File: config.mk
export PLATFORM = sky130hd
export DESIGN_NAME = ksa2_digit_serial_adder
export DESIGN_NICKNAME = d
export VERILOG_FILES = /design/src/rtl/ksa2_digit_serial_adder.sv
export SDC_FILE = /design/constraint.sdc
export NUM_CORES = 1
export LEC_CHECK = 0
export ABC_AREA = 1
export ABC_CLOCK_PERIOD_IN_PS = 1790
export CORE_ASPECT_RATIO = 0.8
export CORE_MARGIN = 1
export CORE_UTILIZATION = 52
export DETAILED_ROUTE_END_ITERATION = 10
export GPL_TIMING_DRIVEN = 0
export PLACE_DENSITY = 0.89
export SLEW_MARGIN = 30
export SYNTH_ARGS = -nofsm -noshare
export SYNTH_HDL_FRONTEND = slang
export SYNTH_SLANG_ARGS = --single-unit
File: constraint.sdc
create_clock -name clk -period 1.79 [get_ports clk]
set_input_delay 0.537 -clock clk [delete_from_list [all_inputs] [get_ports clk]]
set_output_delay 0.537 -clock clk [all_outputs]
set_load 0.01 [all_outputs]
File: src/rtl/ksa2_digit_serial_adder.sv
// ksa2_digit_serial_adder: digit-serial adder feeding a 2-bit Kogge-Stone slice, LSB digit first
module ksa2_digit_serial_adder #(
   parameter int WIDTH = 16
) (
   input  logic             clk,
   input  logic             rst_n,
   input  logic             in_valid,
   output logic             in_ready,
   input  logic [WIDTH-1:0] a,
   input  logic [WIDTH-1:0] b,
   input  logic             cin,
   output logic             out_valid,
   input  logic             out_ready,
   output logic [WIDTH-1:0] sum,
   output logic             cout
);
   localparam int DIGITS = WIDTH / 2;
   localparam int CW = DIGITS > 1 ? $clog2(DIGITS) : 1;
   if (WIDTH < 2 || WIDTH % 2 != 0) begin : g_width_check
      $error("ksa2_digit_serial_adder: WIDTH must be even and >= 2");
   end
   typedef enum logic [1:0] {IDLE, RUN, DONE} state_t;
   state_t state;
   logic [WIDTH-1:0] sa, sb, acc, acc_next;
   logic [CW-1:0] cnt;
   logic carry, p0, g0, p1, g1, c0, c1, last;
   logic [1:0] digit;
   always_comb begin
      p0 = sa[0] ^ sb[0];
      g0 = sa[0] & sb[0];
      p1 = sa[1] ^ sb[1];
      g1 = sa[1] & sb[1];
      c0 = g0 | (p0 & carry);
      c1 = g1 | (p1 & g0) | (p1 & p0 & carry);
      digit = {p1 ^ c0, p0 ^ carry};
      acc_next = WIDTH'({digit, acc} >> 2);
      last = cnt == CW'(DIGITS - 1);
   end
   assign in_ready = state == IDLE;
   always_ff @(posedge clk) begin
      if (!rst_n) begin
         state <= IDLE;
         sa <= '0;
         sb <= '0;
         acc <= '0;
         carry <= 1'b0;
         cnt <= '0;
         sum <= '0;
         cout <= 1'b0;
         out_valid <= 1'b0;
      end else begin
         case (state)
            IDLE: if (in_valid) begin
               sa <= a;
               sb <= b;
               carry <= cin;
               cnt <= '0;
               state <= RUN;
            end
            RUN: begin
               sa <= sa >> 2;
               sb <= sb >> 2;
               carry <= c1;
               acc <= acc_next;
               cnt <= cnt + 1'b1;
               if (last) begin
                  sum <= acc_next;
                  cout <= c1;
                  out_valid <= 1'b1;
                  state <= DONE;
               end
            end
            DONE: if (out_ready) begin
               out_valid <= 1'b0;
               state <= IDLE;
            end
            default: state <= IDLE;
         endcase
      end
   end
endmodule

Yosys cells after proc, flatten, opt, wreduce, memory -nomap -nowiden
Index checks and enable logic that the tools add are counted.
{"block": "totals", "register_bits": 72, "output_inout_bits": 19, "elab_cells": 51}
{"block": "op_classes", "addsub": 1, "n_eq_ne": 6, "mux": 15, "n_bitwise": 13, "n_reduce_logical": 7}
{"operator": "case mux 16 bit (2 select lines)", "count": 2}
{"operator": "two-way mux 16 bit", "count": 2}
{"operator": "bitwise AND 1 bit", "count": 6}
{"operator": "two-way mux 2 bit", "count": 3}
{"operator": "!= test 2 bit (second input constant)", "count": 3}
{"operator": "case mux 2 bit (3 select lines)", "count": 1}
{"operator": "case mux 3 bit (2 select lines)", "count": 1}
{"operator": "AND reduction 3 bit", "count": 2}
{"operator": "case mux 1 bit (2 select lines)", "count": 2}
{"operator": "AND reduction 2 bit", "count": 2}
{"operator": "nonzero test 2 bit", "count": 2}
{"operator": "bitwise XOR 1 bit", "count": 4}
{"operator": "adder 3 x 1 -> 3 bit (second input constant)", "count": 1}
{"operator": "equality test 3 bit (second input constant)", "count": 1}
{"operator": "two-way mux 1 bit", "count": 3}
{"operator": "two-way mux 3 bit", "count": 1}
{"operator": "OR 1 bit", "count": 3}
{"operator": "equality test 2 x 1 -> 1 bit (second input constant)", "count": 1}
{"operator": "equality test 2 bit (second input constant)", "count": 1}
{"operator": "logical NOT 2 bit", "count": 1}

Logic depth before layout (Yosys ltp)
{"block": "depth", "ltp_word": 5, "mapped_depth": 8}

Least setup slack after synthesis
Ideal clock, no wire load.
{"block": "synth_timing", "path_type": "in2reg", "start": "input port in_valid", "end": "register sa[15]", "setup_ns": 0.071, "arrival_time_ns": 1.263, "slack_ns": 0.456, "path_stages": 4, "n_path_buf": 1, "cell_sequence": "buf_2 > nor3b_1 > nand2_1 > a21oi_1"}
{"block": "synth_via", "elab_chain_cells": 2}
{"item": "start, declared", "line": "7", "source": "input logic in_valid,"}
{"item": "!= test 2 bit (no line)"}
{"item": "AND reduction 2 bit (no line)"}
{"item": "end signal, assigned", "line": "61", "source": "sa <= sa >> 2;"}
{"item": "end, declared", "line": "24", "source": "logic [WIDTH-1:0] sa, sb, acc, acc_next;"}
Every way passes these cells.
A chain may end at the register's enable or synchronous reset.

Final worst setup path
{"block": "layout_timing", "start": "register sum[9]", "end": "output port sum[9]"}
{"item": "start, declared", "line": "14", "source": "output logic [WIDTH-1:0] sum,"}
{"item": "start signal, assigned", "line": "67", "source": "sum <= acc_next;"}
No word-level cell between the ends.

==> impl_metrics.toml <==
[status]
status = "completed"

[placement]
hpwl_um = 5170
port_buffers = 54
place_ws_ns = -0.346
routabilityCongestion = 0.800

[worst_hold_path]
whs_path_depth = 2
min-delay-start = "out_valid"
hp-class = "reg2reg"

[yosys]
yosys-top-cells-area = "dfxtp_1, nand3_1, nor2_1"
synthCells = 437
ys_seq_area_share_pct = 45.0
synth_fp_nets = 479
synth_edf_count = 0
synth_top_area_cell = "dfxtp_1"
yosys_register_bits = 70
synth_top_area_share_pct = 45.0
postSynthAreaPerCell_um2 = 7.12
synth_top_flop_cell = "dfxtp_1"
synth_cell_types = 26
synth_top_cells_by_count = "nor2_1, dfxtp_1, nand2_1, nand3_1, inv_1"
synthMostInstantiatedCell = "nor2_1"
synthArstFlopShare_pct = 0
ys_warn_count = 0
syn_area_um2 = 3110

[worst_setup_path]
endpoint_kind = "primary output"
arrival_ns = 1.22
worstPathRequired_ns = 1.25
cp_max_fo = 2
crit_chain = "clkdlybuf4s50_1"
r2r_start = "cnt[0]"
crit_start = "sum[9]"
slowest_stage = "clkdlybuf4s50_1"
r2r_cells = 8
critPathMaxStageDelay_ns = 0.54
path_class = "reg2out"
cp-start-kind = "register"
cp.depth = 1
timing.critical_path.max_delay_family = "buffers and inverters"
cp_num_buf_inv = 1

[sta]
max_freq_ghz = 0.571
worst_pin_slew_ns = 0.703
rsz0062_at_grt = "no"
setup_viol = 0
clock_skew_ns = 0.00729
finalHoldViolations = 0
hold_ws_ns = 0.477
final.min_clock_period_ns = 1.75
setup_ws_ns = 0.0377
maxSlewViolCount = 0
min_period_over_period_pct = 97.9
slew_headroom_pct = 53.0

[pwr]
p_leak_uw = 0.00212
p_int_uw = 2940
comb_power_share_pct = 13.5
p_sw_uw = 944
swShare_pct = 24.3
clkPwrFrac_pct = 42.5
power.density_nw_per_um2 = 956
p_total_uw = 3890
power_frac_seq_pct = 44.0
vdd_drop_max_uv = 574

[global_route]
grt_pass1_vias = 2902
antenna_found_initial = 0
grt_max_degree = 13
grt_overflow = 0
grt_pass1_wl_um = 12800
grt.total_usage_pct = 26.9

[floorplanning]
core_um2 = 5620
die-width_um = 88.5
fp.dieArea_um2 = 6300
initial_core_util_pct = 55.4
ioPinCount = 56
num_rows = 24
die_h_um = 71.2

[clock_network]
clock_sinks = 70
worstSkewPairLatency_ns = 0.35
tritoncts = "done"
cts_buffer_depth = 2
root_buffer = "clkbuf_8"
cts_buffers = 9
clk_pin_slew_ns = 0.07
ctsHtreeMaxLevel = 3

[job]
cap_violations = 0

[detailed_routing]
routed_wl_um = 7890
detail-route-antenna-nets = 0
first_iter_violations = 170
via_per_inst = 5.17
first_pass_iters = 5
num_vias = 3032
drc = 0
routedWlPerCell_um = 13.5

[final_layout]
drive_above_1_share_pct = 9.45
num-nets-final = 545
post-route-util_pct = 72.5
diodes = 0
area_delta_synth_final_pct = 30.7
[logic make-up after synthesis]
| family | after synthesis | synth area share, % |
|---|---|---|
| and+or+nand+nor | 207 | 29.2 |
| buffers and inverters | 84 | 11.9 |
| AOI/OAI and AO/OA | 70 | 11.3 |
| DFF | 70 | 45.0 |
| adders and majority gates | 5 | 2.25 |
| xor gates and xnor gates | 1 | 0.281 |
[cells in the final DEF, fill, tap and decap left out]
master / netlist / routed
ha_1: 4 / 4
a21oi_1: 35 / 35
nand2_1: 64 / 64
nand2_4: 2 / 2
nand3b_1: 1 / 1
nand3_1: 64 / 64
o21ai_1: 3 / 3
dfxtp_1: 70 / 68
buf_4: 7 / 8
nor2_4: 1 / 2
clkdlybuf4s50_1: 0 / 36
nor2_1: 71 / 70
o21a_1: 1 / 1
o21ai_0: 31 / 31
inv_1: 55 / 55
dlygate4sd2_1: 0 / 2
nand2_2: 1 / 1
dfxtp_2: 0 / 2
or2_2: 1 / 1
clkinv_4: 0 / 1
xor2_1: 1 / 1
fa_1: 1 / 1
clkbuf_1: 6 / 7
clkinv_2: 0 / 2
dlymetal6s2s_1: 0 / 16
buf_2: 10 / 10
buf_6: 2 / 2
inv_2: 2 / 2
bufinv_16: 0 / 4
clkbuf_8: 0 / 9
nor3b_1: 1 / 1
nor2_8: 1 / 1
inv_4: 1 / 1
[timing repair]
item                                    CTS  global route
pin swaps                                 1             0
resized for setup                         7            16
hold buffers                              0             0
endpoints found under the setup margin    5            17
setup buffers                             1             0
[stage by stage]
stage               TNS [ns]  instances  area (µm²)
CTS                        0        586        4030
finish                     0        586        4070
global placement       -8.70        569        3750
global route               0        586        4070
floorplan                  0        437        3110
detailed placement    -10.24        569        3750
[power groups by stage]
stage,clock [µW],combinational [µW],sequential (µW)
final,1650,525,1710
after floorplan,0,335,1730
after global routing,1750,589,1720
after detailed placement,0,498,1740
after global placement,0,485,1740
after CTS,1660,516,1710
[state kept, by name, summed over array words and instances, names as in the netlist]
name / cells
state: 2
cout: 1
carry: 1
sum: 16
acc: 14
sa: 16
sb: 16
cnt: 3
out_valid: 1
[path summary, 6_finish.rpt]
kind         slack (ns)         to
max reg2reg        0.28     sum[7]
max                0.04     sum[9]
min reg2reg        0.48  out_valid
min                0.48  out_valid
[final cells by class]
class | count | area, µm²
inverters | 59 | 225
fillers | 430 | 1550
clock buffers | 10 | 128
clock inverters | 6 | 134
well taps | 78 | 97.6
plain buffers | 25 | 148
multi-input cells | 283 | 1350
repair buffers | 55 | 586
flip-flops and latches | 70 | 1400
[layer usage]
metal  share of wire [%]  up-vias  global-route usage, %
met5                   0        -                      0
met3                 6.6       30                   7.70
met1                  43     1371                   33.2
met4                 3.6        0                   13.8
li1                    -     1515                      -
met2                  47      116                   42.6
(Power assumes the default switching activity.)
